--- src/rtl/cpu_ctrl_seq.sv ---
// -----------------------------------------------------------------------------
// cpu_ctrl_seq
// Control sequencer for the simple CPU. A fetch/decode/execute state machine
// that strobes the register bank (PC, MAR, MDR, IR, ACC), issues memory
// read/write requests with a ready handshake, selects the bus source and
// picks the ALU operation.
//
// Ports
//   clk        in   1    clock, all state changes on rising edge
//   rst        in   1    synchronous reset, active-low (0 = reset)
//   ir         in   IW   current instruction register contents
//   acc_zero   in   1    ACC == 0 flag
//   mem_ready  in   1    memory completes current rd/wr this cycle
//   pc_load    out  1    PC <= bus
//   pc_inc     out  1    PC <= PC + 1
//   mar_load   out  1    MAR <= bus
//   mdr_load   out  1    MDR <= bus (bus_sel=ACC) or memory data (mem_rd)
//   ir_load    out  1    IR <= MDR
//   acc_load   out  1    ACC <= ALU result
//   mem_rd     out  1    memory read request, held until mem_ready
//   mem_wr     out  1    memory write request, held until mem_ready
//   bus_sel    out  2    bus source: 0 PC, 1 IR address field, 2 ACC, 3 MDR
//   alu_op     out  2    0 pass, 1 add, 2 sub
//   halted     out  1    FSM in HALT
//
// Strobes are decoded from the current state. The only input-dependent terms
// are the completion strobes in the memory wait states (they must line up with
// the cycle the memory reports ready) and the reset gate, which forces every
// output low in the cycle reset is applied so a pending request drops at once.
// -----------------------------------------------------------------------------
module cpu_ctrl_seq #(
    parameter int OPW = 4,
    parameter int IW  = 8
) (
    input  logic          clk,
    input  logic          rst,
    input  logic [IW-1:0] ir,
    input  logic          acc_zero,
    input  logic          mem_ready,
    output logic          pc_load,
    output logic          pc_inc,
    output logic          mar_load,
    output logic          mdr_load,
    output logic          ir_load,
    output logic          acc_load,
    output logic          mem_rd,
    output logic          mem_wr,
    output logic [1:0]    bus_sel,
    output logic [1:0]    alu_op,
    output logic          halted
);

    localparam logic [OPW-1:0] OP_NOP = OPW'(4'h0);
    localparam logic [OPW-1:0] OP_LDA = OPW'(4'h1);
    localparam logic [OPW-1:0] OP_STA = OPW'(4'h2);
    localparam logic [OPW-1:0] OP_ADD = OPW'(4'h3);
    localparam logic [OPW-1:0] OP_SUB = OPW'(4'h4);
    localparam logic [OPW-1:0] OP_JMP = OPW'(4'h5);
    localparam logic [OPW-1:0] OP_JZ  = OPW'(4'h6);
    localparam logic [OPW-1:0] OP_HLT = OPW'(4'hF);

    localparam logic [1:0] BUS_PC  = 2'd0;
    localparam logic [1:0] BUS_IRA = 2'd1;
    localparam logic [1:0] BUS_ACC = 2'd2;
    localparam logic [1:0] BUS_MDR = 2'd3;

    localparam logic [1:0] ALU_PASS = 2'd0;
    localparam logic [1:0] ALU_ADD  = 2'd1;
    localparam logic [1:0] ALU_SUB  = 2'd2;

    typedef enum logic [3:0] {
        S_FETCH_A = 4'd0,
        S_FETCH_B = 4'd1,
        S_FETCH_C = 4'd2,
        S_DECODE  = 4'd3,
        S_EX_ADDR = 4'd4,
        S_EX_MEM  = 4'd5,
        S_EX_ALU  = 4'd6,
        S_ST_DATA = 4'd7,
        S_ST_WR   = 4'd8,
        S_JUMP    = 4'd9,
        S_HALT    = 4'd10
    } state_t;

    state_t         state_r;
    state_t         next_state_s;
    logic [OPW-1:0] opcode_s;

    assign opcode_s = ir[IW-1 -: OPW];

    // Opcodes that read an operand from memory and write ACC.
    function automatic logic is_alu_load(input logic [OPW-1:0] op);
        return (op == OP_LDA) || (op == OP_ADD) || (op == OP_SUB);
    endfunction

    // ALU operation for the operand-reading opcodes; anything else passes.
    function automatic logic [1:0] alu_for(input logic [OPW-1:0] op);
        logic [1:0] res;
        case (op)
            OP_ADD:  res = ALU_ADD;
            OP_SUB:  res = ALU_SUB;
            default: res = ALU_PASS;
        endcase
        return res;
    endfunction

    // State register with synchronous active-low reset.
    always_ff @(posedge clk) begin
        if (!rst) begin
            state_r <= S_FETCH_A;
        end else begin
            state_r <= next_state_s;
        end
    end

    // Next-state and strobe decode.
    always_comb begin
        next_state_s = state_r;
        pc_load      = 1'b0;
        pc_inc       = 1'b0;
        mar_load     = 1'b0;
        mdr_load     = 1'b0;
        ir_load      = 1'b0;
        acc_load     = 1'b0;
        mem_rd       = 1'b0;
        mem_wr       = 1'b0;
        bus_sel      = BUS_PC;
        alu_op       = ALU_PASS;
        halted       = 1'b0;

        if (!rst) begin
            next_state_s = S_FETCH_A;
        end else begin
            case (state_r)
                S_FETCH_A: begin
                    mar_load     = 1'b1;
                    bus_sel      = BUS_PC;
                    next_state_s = S_FETCH_B;
                end
                S_FETCH_B: begin
                    mem_rd  = 1'b1;
                    bus_sel = BUS_PC;
                    if (mem_ready) begin
                        mdr_load     = 1'b1;
                        pc_inc       = 1'b1;
                        next_state_s = S_FETCH_C;
                    end else begin
                        next_state_s = S_FETCH_B;
                    end
                end
                S_FETCH_C: begin
                    ir_load      = 1'b1;
                    next_state_s = S_DECODE;
                end
                S_DECODE: begin
                    if (is_alu_load(opcode_s) || (opcode_s == OP_STA)) begin
                        next_state_s = S_EX_ADDR;
                    end else if (opcode_s == OP_JMP) begin
                        next_state_s = S_JUMP;
                    end else if (opcode_s == OP_JZ) begin
                        next_state_s = acc_zero ? S_JUMP : S_FETCH_A;
                    end else if (opcode_s == OP_HLT) begin
                        next_state_s = S_HALT;
                    end else begin
                        // NOP and every unassigned opcode fall through here.
                        next_state_s = S_FETCH_A;
                    end
                end
                S_EX_ADDR: begin
                    mar_load = 1'b1;
                    bus_sel  = BUS_IRA;
                    if (opcode_s == OP_STA) begin
                        next_state_s = S_ST_DATA;
                    end else begin
                        next_state_s = S_EX_MEM;
                    end
                end
                S_EX_MEM: begin
                    mem_rd = 1'b1;
                    if (mem_ready) begin
                        mdr_load     = 1'b1;
                        next_state_s = S_EX_ALU;
                    end else begin
                        next_state_s = S_EX_MEM;
                    end
                end
                S_EX_ALU: begin
                    acc_load     = 1'b1;
                    bus_sel      = BUS_MDR;
                    alu_op       = alu_for(opcode_s);
                    next_state_s = S_FETCH_A;
                end
                S_ST_DATA: begin
                    mdr_load     = 1'b1;
                    bus_sel      = BUS_ACC;
                    next_state_s = S_ST_WR;
                end
                S_ST_WR: begin
                    mem_wr = 1'b1;
                    if (mem_ready) begin
                        next_state_s = S_FETCH_A;
                    end else begin
                        next_state_s = S_ST_WR;
                    end
                end
                S_JUMP: begin
                    pc_load      = 1'b1;
                    bus_sel      = BUS_IRA;
                    next_state_s = S_FETCH_A;
                end
                S_HALT: begin
                    halted       = 1'b1;
                    next_state_s = S_HALT;
                end
                default: begin
                    // Unreachable encodings recover to a fresh fetch.
                    next_state_s = S_FETCH_A;
                end
            endcase
        end
    end

endmodule
--- config.mk ---
export PLATFORM = sky130hd
export DESIGN_NAME = cpu_ctrl_seq
export DESIGN_NICKNAME = d
export VERILOG_FILES = /design/src/rtl/cpu_ctrl_seq.sv
export SDC_FILE = /design/constraint.sdc
export NUM_CORES = 1
export LEC_CHECK = 0
export CAP_MARGIN = 30
export CORE_MARGIN = 3
export CORE_UTILIZATION = 32
export CTS_CLUSTER_SIZE = 28
export DETAILED_ROUTE_END_ITERATION = 12
export GPL_TIMING_DRIVEN = 0
export PLACE_DENSITY = 0.81
export SLEW_MARGIN = 20
export SYNTH_ARGS = -nofsm -noshare
export SYNTH_HDL_FRONTEND = slang
export SYNTH_SLANG_ARGS = --single-unit
--- constraint.sdc ---
create_clock -name clk -period 1.1 [get_ports clk]
set_input_delay 0.22 -clock clk [delete_from_list [all_inputs] [get_ports clk]]
set_output_delay 0.22 -clock clk [all_outputs]
set_load 0.05 [all_outputs]
# Word level (Yosys, flattened, before mapping)
# Index checks and enable logic that the tools add are counted.
[word_totals]
out_inout_bits = 13
input_bits = 12
regBits = 4
mem_count = 0
wordCells = 59
latchBits = 0
romBits = 0
mem_bits_rw = 0
[classes]
n_lt_le_gt_ge = 0
n_eq_ne = 17
n_shift = 0
n_addsub = 0
reduce_logical = 7
n_bitwise = 0
div_mod_pow = 0
multipliers = 0
n_mux = 34
[ops]
columns = ["operator", "n"]
rows = [
  ["$pmux W4 S9", 1],
  ["$eq A4 B3 Y1 const B", 7],
  ["$mux W4", 6],
  ["$mux W1", 18],
  ["$eq A4 B2 Y1 const B", 4],
  ["$eq A4 B4 Y1 const B", 4],
  ["$mux W2", 6],
  ["$eq A4 B1 Y1 const B", 2],
  ["$pmux W2 S3", 1],
  ["$reduce_or A2 Y1", 3],
  ["$logic_not A4 Y1", 1],
  ["$pmux W2 S2", 1],
  ["$logic_or A1 B1 Y1", 3],
  ["$pmux W1 S2", 1],
]

# Logic depth before layout (Yosys ltp)
# Gate-level depths: netlist of run 1.
[logic_depth]
depth_word = 6
depth_mapped = 5
ltp_nobuf = 4

# Worst setup path before layout of run 1
# OpenSTA, ideal clock, no wires.
[synth_timing]
path_type = "register -> output"
start = "register state_r[0]"
end = "output port mem_rd"
path_stages_with_launch = 3
path_buffers = 1
t_arrival_ns = 1.830
t_required_ns = 0.880
path_slack_ns = -0.950
cell_sequence = "dfxtp_1 clkbuf_1 nor3b_1"
[synth_between]
elab_chain_len = 4
elab_cells_between_ends = 5
cone_classes = "2 x eq/ne; 2 x mux; 1 x reduce/logical"
[synth_rtl]
columns = ["item", "line", "source"]
rows = [
  ["start, declared", "85", "state_t state_r;"],
  ["start signal, assigned", "112", "state_r <= next_state_s;"],
  ["$eq A4 B3 Y1 / $eq A4 B1 Y1 (equally long branches)", "134", "case (state_r)"],
  ["$reduce_or A2 Y1 (no line) (*)", "n/a", ""],
  ["$mux W1 (*)", "134", ""],
  ["$mux W1 (*)", "131", "if (!rst) begin"],
  ["end, declared", "46", "output logic mem_rd,"],
]
# Every way passes the cells marked *; elsewhere a longest branch is shown, timed or not.

# Worst setup path in the final report of run 1
[layout_timing]
start = "register state_r[1]"
end = "output port ir_load"
[layout_between]
elab_chain_len = 3
[layout_rtl]
columns = ["item", "line", "source"]
rows = [
  ["$eq A4 B2 Y1", "134", ""],
  ["$mux W1", "134", ""],
  ["$mux W1", "131", ""],
  ["end, declared", "44", "output logic ir_load,"],
]
# No other way between the ends.

==> report_table.html, run 1 <==
<table>
<tr><th>Metric</th><th>Value</th></tr>
<tr><th colspan="2">Finish</th></tr>
<tr><td>Number of inserted diodes</td><td>0</td></tr>
<tr><td>NumNets Final</td><td>~120</td></tr>
<tr><td>Utilization after layout</td><td>between 90 and 100%</td></tr>
<tr><td>Area growth syn-to-layout</td><td>155.7%</td></tr>
<tr><td>Layout cell share with drive strength beyond 1</td><td>between 60% and 70%</td></tr>
<tr><td>Number of fill cells in the layout</td><td>34</td></tr>
<tr><td>Biggest registers after layout</td><td>state_r (4)</td></tr>
<tr><td>Register with the highest flop count</td><td>state_r</td></tr>
<tr><td>Number of flip-flops under the largest register name</td><td>4</td></tr>
<tr><th colspan="2">Synthesis</th></tr>
<tr><td>Number of flops mapped to enable cells by yosys</td><td>0</td></tr>
<tr><td>Mean post-synth cell area</td><td>~6.7 µm²</td></tr>
<tr><td>Compound-Gate Fraction of Synth Area</td><td>between 10% and 20%</td></tr>
<tr><td>Number of synthesis warnings</td><td>0</td></tr>
<tr><td>Post-synthesis net count</td><td>77</td></tr>
<tr><td>Synth Area in Simple Gates</td><td>a little over half</td></tr>
<tr><td>Adder-Cell Fraction of Synth Area</td><td>0%</td></tr>
<tr><td>Prevailing post-synth register cell</td><td>sky130_fd_sc_hd__dfxtp_1</td></tr>
<tr><td>Yosys reg bits</td><td>4</td></tr>
<tr><td>Synthesized-area fraction occupied by xor and xnor cells</td><td>under 10%</td></tr>
<tr><td>Netlist cell types</td><td>30</td></tr>
<tr><td>Share of synthesized area spent on multiplexers</td><td>0%</td></tr>
<tr><td>FFs w/ async S/R, synth</td><td>0%</td></tr>
<tr><td>Main combinational cell family by area after synthesis</td><td>simple AND/OR/NAND/NOR gates</td></tr>
<tr><td>Count of mapped cells out of synthesis</td><td>65</td></tr>
<tr><td>Register area share after synthesis</td><td>between 10% and 20%</td></tr>
<tr><td>Post-synthesis instance area</td><td>435.4 µm²</td></tr>
<tr><th colspan="2">Timing</th></tr>
<tr><td>Number of pins exceeding their max-slew limit in the final report</td><td>0</td></tr>
<tr><td>Minimum period implied by the final worst setup slack</td><td>1653 ps</td></tr>
<tr><td>Aggregate negative setup slack</td><td>-6763 ps</td></tr>
<tr><td>Max Fclk</td><td>roughly 0.6 GHz</td></tr>
<tr><td>Number of setup violations in the final report</td><td>17</td></tr>
<tr><td>Count of endpoints failing hold in the final timing report</td><td>0</td></tr>
<tr><td>Worst slew pin tran</td><td>388.1 ps</td></tr>
<tr><td>Fin crit share</td><td>150.3%</td></tr>
<tr><td>RSZ-0062 raised after global routing</td><td>true</td></tr>
<tr><td>Setup ws final</td><td>-553.3 ps</td></tr>
<tr><td>Worst slew margin</td><td>73.85%</td></tr>
<tr><td>Post-route clock skew</td><td>about 17 ps</td></tr>
<tr><th colspan="2">Power</th></tr>
<tr><td>Clock share of power</td><td>between 30% and 40%</td></tr>
<tr><td>Design internal power</td><td>about 440 µW</td></tr>
<tr><td>Power per cell area</td><td>around 640 nW/µm²</td></tr>
<tr><td>Combinational power share</td><td>45.5%</td></tr>
<tr><td>Switching portion of total power</td><td>38.83%</td></tr>
<tr><td>Leakage power summed over all cells</td><td>approximately 0.00049 µW</td></tr>
<tr><td>Sw Pwr</td><td>about 280 µW</td></tr>
<tr><td>Power share of the sequential group</td><td>23.2%</td></tr>
<tr><td>Worst VDD drop</td><td>between 0.0006 and 0.0007 V</td></tr>
<tr><th colspan="2">Global routing</th></tr>
<tr><td>Vias in the first global route</td><td>673</td></tr>
<tr><td>First-pass GRT wire length</td><td>approximately 3100 µm</td></tr>
<tr><td>Overall overflow remaining after global route</td><td>0</td></tr>
<tr><td>Maximum number of pins on one net before global-route repair</td><td>11</td></tr>
<tr><td>Initial antenna violation count</td><td>0</td></tr>
<tr><td>GRT Overall Usage</td><td>roughly 23%</td></tr>
<tr><th colspan="2">Worst setup path</th></tr>
<tr><td>Setup CP Type</td><td>register to output port</td></tr>
<tr><td>R2r worst-path depth</td><td>7</td></tr>
<tr><td>Startpoint Class</td><td>register</td></tr>
<tr><td>Element type at the critical path end</td><td>output port</td></tr>
<tr><td>Maximum fanout count along the critical path</td><td>3</td></tr>
<tr><td>Worst Path Arrival</td><td>about 1400 ps</td></tr>
<tr><td>Data required time at the worst endpoint</td><td>between 800 and 900 ps</td></tr>
<tr><th colspan="2">Placement</th></tr>
<tr><td>Number of buffers added on ports</td><td>20</td></tr>
<tr><td>Detailed placer's ending HPWL</td><td>about 1000 µm</td></tr>
<tr><td>RePlAce Congestion</td><td>between 0.7 and 0.8</td></tr>
<tr><th colspan="2">Die</th></tr>
<tr><td>Initial cell density of the core</td><td>36.71%</td></tr>
<tr><td>FP Rows</td><td>12</td></tr>
<tr><td>Number of top-level pins</td><td>25</td></tr>
<tr><td>Die Area</td><td>1839 µm²</td></tr>
<tr><td>Placeable core area</td><td>between 1000 and 1500 µm²</td></tr>
<tr><td>Die H</td><td>between 40 and 50 µm</td></tr>
<tr><td>Floorplan die width</td><td>~43 µm</td></tr>
<tr><th colspan="2">Run status</th></tr>
<tr><td>Failing checks</td><td>setup timing</td></tr>
<tr><td>Status</td><td>finished with violations</td></tr>
<tr><th colspan="2">Detailed routing</th></tr>
<tr><td>Drt via density</td><td>6.298</td></tr>
<tr><td>Count of nets left with antenna violations after detail routing</td><td>0</td></tr>
<tr><td>Routed wire per std cell</td><td>approximately 21 µm</td></tr>
<tr><td>Iteration count of the initial detailed-routing pass</td><td>4</td></tr>
<tr><td>Count of vias placed by the detailed router</td><td>between 700 and 800</td></tr>
<tr><td>Starting DRC count in detailed routing</td><td>28</td></tr>
<tr><td>Overall routed net length</td><td>between 2000 and 3000 µm</td></tr>
<tr><td>Remaining routing DRC violations</td><td>0</td></tr>
<tr><th colspan="2">Clock tree</th></tr>
<tr><td>CTS tree</td><td>done</td></tr>
<tr><td>Maximum buffer depth of the clock tree</td><td>2</td></tr>
<tr><td># clock sinks</td><td>4</td></tr>
<tr><td>Count of H-tree levels built during CTS</td><td>1</td></tr>
<tr><td>TritonCTS Buffers</td><td>3</td></tr>
<tr><td>Clock Root Buffer</td><td>sky130_fd_sc_hd__clkbuf_4</td></tr>
<tr><td>Clock transition at path regs</td><td>60 ps</td></tr>
<tr><td>Worst skew pair latency</td><td>around 250 ps</td></tr>
<tr><th colspan="2">Worst hold path</th></tr>
<tr><td>Hold WC Path Type</td><td>primary input to register</td></tr>
<tr><td>Worst hold path depth</td><td>4</td></tr>
<tr><th colspan="2">Run</th></tr>
<tr><td>Number of max-capacitance violations reported</td><td>0</td></tr>
</table>
[metrics by stage]
step / setup WS, ps / total power [µW] / area [µm²] / hold WS [ps] / cells
2_1_floorplan: -397.1 / 317.7 / 583.1 / 383.6 / 65
3_3_place_gp: -1284 / 395.0 / 800.8 / 649.4 / 99
3_5_place_dp: -1276 / 397.1 / 800.8 / 664.5 / 99
4_1_cts: -479.5 / 645.1 / 1007 / 474.8 / 116
5_1_grt: -599.6 / 747.2 / 1114 / 495.4 / 124
6_report: -553.3 / 713.2 / 1114 / 462.1 / 124
[critical path, stage by stage, from the launching register on]
cell,delay (ps)
sky130_fd_sc_hd__dfxtp_2,350
sky130_fd_sc_hd__buf_6,110
sky130_fd_sc_hd__nor2b_4,210
sky130_fd_sc_hd__nand2_4,110
sky130_fd_sc_hd__nor3_4,210
sky130_fd_sc_hd__buf_6,180
[path summary, 6_finish.rpt]
path / startpoint / to / slack, ps
worst max-delay path: state_r[1] / ir_load / -550
worst min-delay path: mem_ready / state_r[0] / 460
worst max register to register: state_r[1] / state_r[1] / -310
worst min register to register: state_r[0] / state_r[2] / 670
[synthesized netlist by cell type (2+ instances only)]
cell                       n  share of area (%)
sky130_fd_sc_hd__o22ai_1   2                2.9
sky130_fd_sc_hd__nand2b_1  3                4.3
sky130_fd_sc_hd__a31oi_1   2                2.9
sky130_fd_sc_hd__nor2b_1   3                4.3
sky130_fd_sc_hd__and3_1    2                2.9
sky130_fd_sc_hd__nand2_1   6                5.2
sky130_fd_sc_hd__nand3b_1  2                3.4
sky130_fd_sc_hd__inv_1     4                3.4
sky130_fd_sc_hd__dfxtp_1   4                 18
sky130_fd_sc_hd__and4_1    2                4.0
sky130_fd_sc_hd__nand3_1   3                3.4
sky130_fd_sc_hd__nor2_1    9                7.8
sky130_fd_sc_hd__nor3b_1   2                3.4
sky130_fd_sc_hd__a21oi_1   2                2.3
sky130_fd_sc_hd__nor3_1    4                4.6
[layer usage]
layer  global-route usage (%)  part of all wire, %  vias up  routed length (µm)
met5                        0                    0        -                   0
met4                    8.696                  3.0        0                  80
met3                    8.051                  9.3       10                 246
met2                    38.62                   47       61                1254
met1                    25.44                   40      380                1061
li1                         -                    -      330                   -
[power groups by stage]
| stage | Combinational, µW | Sequential (µW) | Clock [µW] |
|---|---|---|---|
| detailed placement | 231 | 166 | 0 |
| global placement | 229 | 166 | 0 |
| CTS | 262 | 163 | 219 |
| finish | 325 | 166 | 223 |
| global route | 339 | 165 | 244 |
| floorplan | 154 | 163 | 0 |
[cell usage in the layout, fill, tap and decap left out, drive strengths merged]
cell           instances
buf                   36
nor2                  10
nand2                  6
nor3                   5
clkbuf                 5
nor2b                  4
dlygate4sd2            4
inv                    4
dfxtp                  4
nand2b                 3
nand3                  3
and3                   2
a31oi                  2
nand3b                 2
a21oi                  2
nor3b                  2
and4                   2
o22ai                  2
a22oi                  1
and2                   1
o2111a                 1
o21ai                  1
o211ai                 1
a32oi                  1
nand4                  1
xor2                   1
o32a                   1
clkdlybuf4s50          1
dlymetal6s2s           1
clkdlybuf4s15          1
[cells by family after synthesis]
logic type,count (synthesis)
AOI/OAI and AO/OA,12
buffers and inverters,7
and+or+nand+nor,41
DFF,4
xor gates and xnor gates,1
[cell type report]
type | instances | area (µm²) | area share [%]
plain buffers | 3 | 36.28 | 3.258
clock buffers | 4 | 26.28 | 2.360
inverters | 4 | 15.01 | 1.348
multi-input cells | 54 | 504.2 | 45.28
flip-flops and latches | 4 | 87.58 | 7.865
well taps | 14 | 17.52 | 1.573
repair buffers | 41 | 426.7 | 38.31
[what timing repair did]
action | 4_1_cts | 5_1_grt
setup buffers | 13 | 9
setup endpoints to repair | 17 | 17
pin swaps | 8 | 6
gates resized for setup | 113 | 15
hold buffers | 0 | 0
No activity file was read; power rests on OpenSTA's default activity.
==> inputs of run 2 (changes only) <==
--- a/config.mk
+++ b/config.mk
@@ -12,6 +12,7 @@
 export DETAILED_ROUTE_END_ITERATION = 12
 export GPL_TIMING_DRIVEN = 0
 export PLACE_DENSITY = 0.81
+export SKIP_LAST_GASP = 1
 export SLEW_MARGIN = 20
 export SYNTH_ARGS = -nofsm -noshare
 export SYNTH_HDL_FRONTEND = slang
==> run 2 against run 1 <==
- the run still ends with setup timing left
- register-to-register slack better by 110 ps
- final cell count fell by 2.4%
- sequential cell count stayed put
- clock power barely moved
- sequential share of layout area rose by 0.34 points
- worst hold slack better by 21 ps
- via count decreased by 9.5%
- clock skew rose by 5.1 ps
- non-clock buffer count is 3 lower
- maximum frequency grew 2.6%
- die area is the same
- largest power group unchanged
- setup slack better by 42 ps
==> report_table.html, run 2 (synthesized netlist as in run 1, its figures left out) <==
<table>
<tr><th>Metric</th><th>Value</th></tr>
<tr><th colspan="2">Run status</th></tr>
<tr><td>Status</td><td>finished with violations</td></tr>
<tr><td>Failing checks</td><td>setup timing</td></tr>
<tr><th colspan="2">Detailed routing</th></tr>
<tr><td>Starting DRC count in detailed routing</td><td>16</td></tr>
<tr><td>Drt via density</td><td>around 6</td></tr>
<tr><td>Remaining routing DRC violations</td><td>0</td></tr>
<tr><td>Overall routed net length</td><td>2100 µm</td></tr>
<tr><td>Count of vias placed by the detailed router</td><td>just over 700</td></tr>
<tr><td>Count of nets left with antenna violations after detail routing</td><td>0</td></tr>
<tr><td>Routed wire per std cell</td><td>~17 µm</td></tr>
<tr><td>Iteration count of the initial detailed-routing pass</td><td>4</td></tr>
<tr><th colspan="2">Finish</th></tr>
<tr><td>Number of flip-flops under the largest register name</td><td>4</td></tr>
<tr><td>Sequential cell area</td><td>~90 µm²</td></tr>
<tr><td>Number of inserted diodes</td><td>0</td></tr>
<tr><td>Utilization after layout</td><td>92.62%</td></tr>
<tr><td>Footprint of the multi-input gates</td><td>506.7 µm²</td></tr>
<tr><td>Area growth syn-to-layout</td><td>152.3%</td></tr>
<tr><td>Layout cell share with drive strength beyond 1</td><td>67.29%</td></tr>
<tr><td>Leading cell type in the layout, fill and taps excluded</td><td>sky130_fd_sc_hd__buf_4</td></tr>
<tr><td>NumNets Final</td><td>120</td></tr>
<tr><td>Most frequent cells in the layout</td><td>sky130_fd_sc_hd__buf_4, sky130_fd_sc_hd__buf_6, sky130_fd_sc_hd__buf_8, sky130_fd_sc_hd__nor2_4, sky130_fd_sc_hd__nand2_1</td></tr>
<tr><td>Biggest registers after layout</td><td>state_r (4)</td></tr>
<tr><td>Final non-filler cell total</td><td>about 120</td></tr>
<tr><td>Register with the highest flop count</td><td>state_r</td></tr>
<tr><td>Number of fill cells in the layout</td><td>between 40 and 50</td></tr>
<tr><th colspan="2">Timing</th></tr>
<tr><td>Number of pins exceeding their max-slew limit in the final report</td><td>0</td></tr>
<tr><td>Minimum period implied by the final worst setup slack</td><td>~1600 ps</td></tr>
<tr><td>Setup ws final</td><td>-511.1 ps</td></tr>
<tr><td>Fin crit share</td><td>146.5%</td></tr>
<tr><td>Worst slew margin</td><td>between 70% and 80%</td></tr>
<tr><td>Aggregate negative setup slack</td><td>-6193 ps</td></tr>
<tr><td>Max Fclk</td><td>slightly above 0.6 GHz</td></tr>
<tr><td>Count of endpoints failing hold in the final timing report</td><td>0</td></tr>
<tr><td>RSZ-0062 raised after global routing</td><td>true</td></tr>
<tr><td>Number of setup violations in the final report</td><td>17</td></tr>
<tr><td>Post-route clock skew</td><td>roughly 22 ps</td></tr>
<tr><td>Worst slew pin tran</td><td>about 310 ps</td></tr>
<tr><th colspan="2">Power</th></tr>
<tr><td>Design internal power</td><td>approximately 420 µW</td></tr>
<tr><td>Final Total Pwr</td><td>approximately 670 µW</td></tr>
<tr><td>Sw Pwr</td><td>around 260 µW</td></tr>
<tr><td>Leakage power summed over all cells</td><td>between 0.0004 and 0.0005 µW</td></tr>
<tr><td>Worst VDD drop</td><td>about 0.00077 V</td></tr>
<tr><td>Combinational power share</td><td>between 40% and 50%</td></tr>
<tr><td>Switching portion of total power</td><td>a little under two fifths</td></tr>
<tr><td>Power share of the sequential group</td><td>roughly 24%</td></tr>
<tr><td>Clock share of power</td><td>between 30 and 40%</td></tr>
<tr><td>Power per cell area</td><td>between 600 and 700 nW/µm²</td></tr>
<tr><th colspan="2">Clock tree</th></tr>
<tr><td>TritonCTS Buffers</td><td>3</td></tr>
<tr><td>CTS tree</td><td>done</td></tr>
<tr><td>Maximum buffer depth of the clock tree</td><td>2</td></tr>
<tr><td># clock sinks</td><td>4</td></tr>
<tr><td>Clock transition at path regs</td><td>roughly 50 ps</td></tr>
<tr><td>Post-CTS Hold Buffers</td><td>0</td></tr>
<tr><td>Worst skew pair latency</td><td>~260 ps</td></tr>
<tr><td>Count of H-tree levels built during CTS</td><td>1</td></tr>
<tr><td>Clock Root Buffer</td><td>sky130_fd_sc_hd__clkbuf_4</td></tr>
<tr><th colspan="2">Worst setup path</th></tr>
<tr><td>Maximum fanout count along the critical path</td><td>4</td></tr>
<tr><td>Element type at the critical path end</td><td>output port</td></tr>
<tr><td>Register-to-register setup slack</td><td>-200 ps</td></tr>
<tr><td>Worst Path Arrival</td><td>around 1400 ps</td></tr>
<tr><td>Data required time at the worst endpoint</td><td>880 ps</td></tr>
<tr><td>Critical path startpoint</td><td>state_r[1]</td></tr>
<tr><td>Reg-to-Reg Start</td><td>state_r[3]</td></tr>
<tr><td>Setup CP Type</td><td>register to output port</td></tr>
<tr><td>Startpoint Class</td><td>register</td></tr>
<tr><th colspan="2">Die</th></tr>
<tr><td>FP Rows</td><td>12</td></tr>
<tr><td>Initial cell density of the core</td><td>a little under two fifths</td></tr>
<tr><td>Number of top-level pins</td><td>25</td></tr>
<tr><td>Die Area</td><td>between 1500 and 2000 µm²</td></tr>
<tr><td>Placeable core area</td><td>about 1200 µm²</td></tr>
<tr><td>Die H</td><td>~43 µm</td></tr>
<tr><td>Floorplan die width</td><td>42.89 µm</td></tr>
<tr><th colspan="2">Run</th></tr>
<tr><td>Number of max-capacitance violations reported</td><td>0</td></tr>
<tr><th colspan="2">Global routing</th></tr>
<tr><td>GRT Overall Usage</td><td>a little under a quarter</td></tr>
<tr><td>Overall overflow remaining after global route</td><td>0</td></tr>
<tr><td>First-pass GRT wire length</td><td>between 3000 and 4000 µm</td></tr>
<tr><td>Maximum number of pins on one net before global-route repair</td><td>11</td></tr>
<tr><td>Initial antenna violation count</td><td>0</td></tr>
<tr><td>Vias in the first global route</td><td>~680</td></tr>
<tr><th colspan="2">Placement</th></tr>
<tr><td>Worst Setup Slack post-DPL</td><td>-1276 ps</td></tr>
<tr><td>Detailed placer's ending HPWL</td><td>between 900 and 1000 µm</td></tr>
<tr><td>Number of buffers added on ports</td><td>20</td></tr>
<tr><td>RePlAce Congestion</td><td>~0.78</td></tr>
<tr><td>Dpl cells</td><td>between 90 and 100</td></tr>
<tr><th colspan="2">Worst hold path</th></tr>
<tr><td>Start point of the worst hold path</td><td>ir[5]</td></tr>
<tr><td>Hold WC Path Type</td><td>primary input to register</td></tr>
</table>
[run 2: cell type report]
cell class	count	share of cell area [%]
inverters	4	1.367
flip-flops and latches	4	8.200
well taps	14	1.595
clock buffers	4	2.392
repair buffers	38	37.02
plain buffers	3	3.303
multi-input cells	54	46.13
[run 2: path summary, 6_finish.rpt]
check | to | depth (start not counted)
worst max register to register | state_r[1] | 6
worst min register to register | state_r[2] | 3
worst min-delay path | state_r[1] | 3
worst max-delay path | ir_load | 5
[run 2: layer usage]
metal	share of wire [%]	global-route usage (%)	vias to the layer above
met1	41	24.24	336
met4	5.6	16.15	0
met5	0	0	-
met3	6.7	6.356	12
li1	-	-	321
met2	47	38.32	38
[run 2: stage by stage]
step / hold slack (ps) / instance area, µm²
2_1_floorplan: 383.6 / 583.1
5_1_grt: 492.3 / 1099
3_3_place_gp: 649.4 / 800.8
4_1_cts: 474.8 / 980.9
6_report: 483.3 / 1099
3_5_place_dp: 664.5 / 800.8
[run 2: critical path: stages (launching register included)]
cell and delay [ps]:
sky130_fd_sc_hd__dfxtp_2 340, sky130_fd_sc_hd__buf_6 110, sky130_fd_sc_hd__nor2b_4 210, sky130_fd_sc_hd__nand2_4 110, sky130_fd_sc_hd__nor3_4 180, sky130_fd_sc_hd__buf_6 180
[run 2: repair_timing]
item | 4_1_cts | 5_1_grt
gates resized for setup | 105 | 20
setup buffers | 13 | 6
pin swaps | 7 | 6
endpoints found under the setup margin | 17 | 17
[run 2: power groups by stage]
stage	sequential, µW	clock, µW	combinational, µW
5_1_grt	165	245	303
4_1_cts	163	219	254
3_3_place_gp	166	0	229
3_5_place_dp	166	0	231
2_1_floorplan	163	0	154
6_report	164	223	288
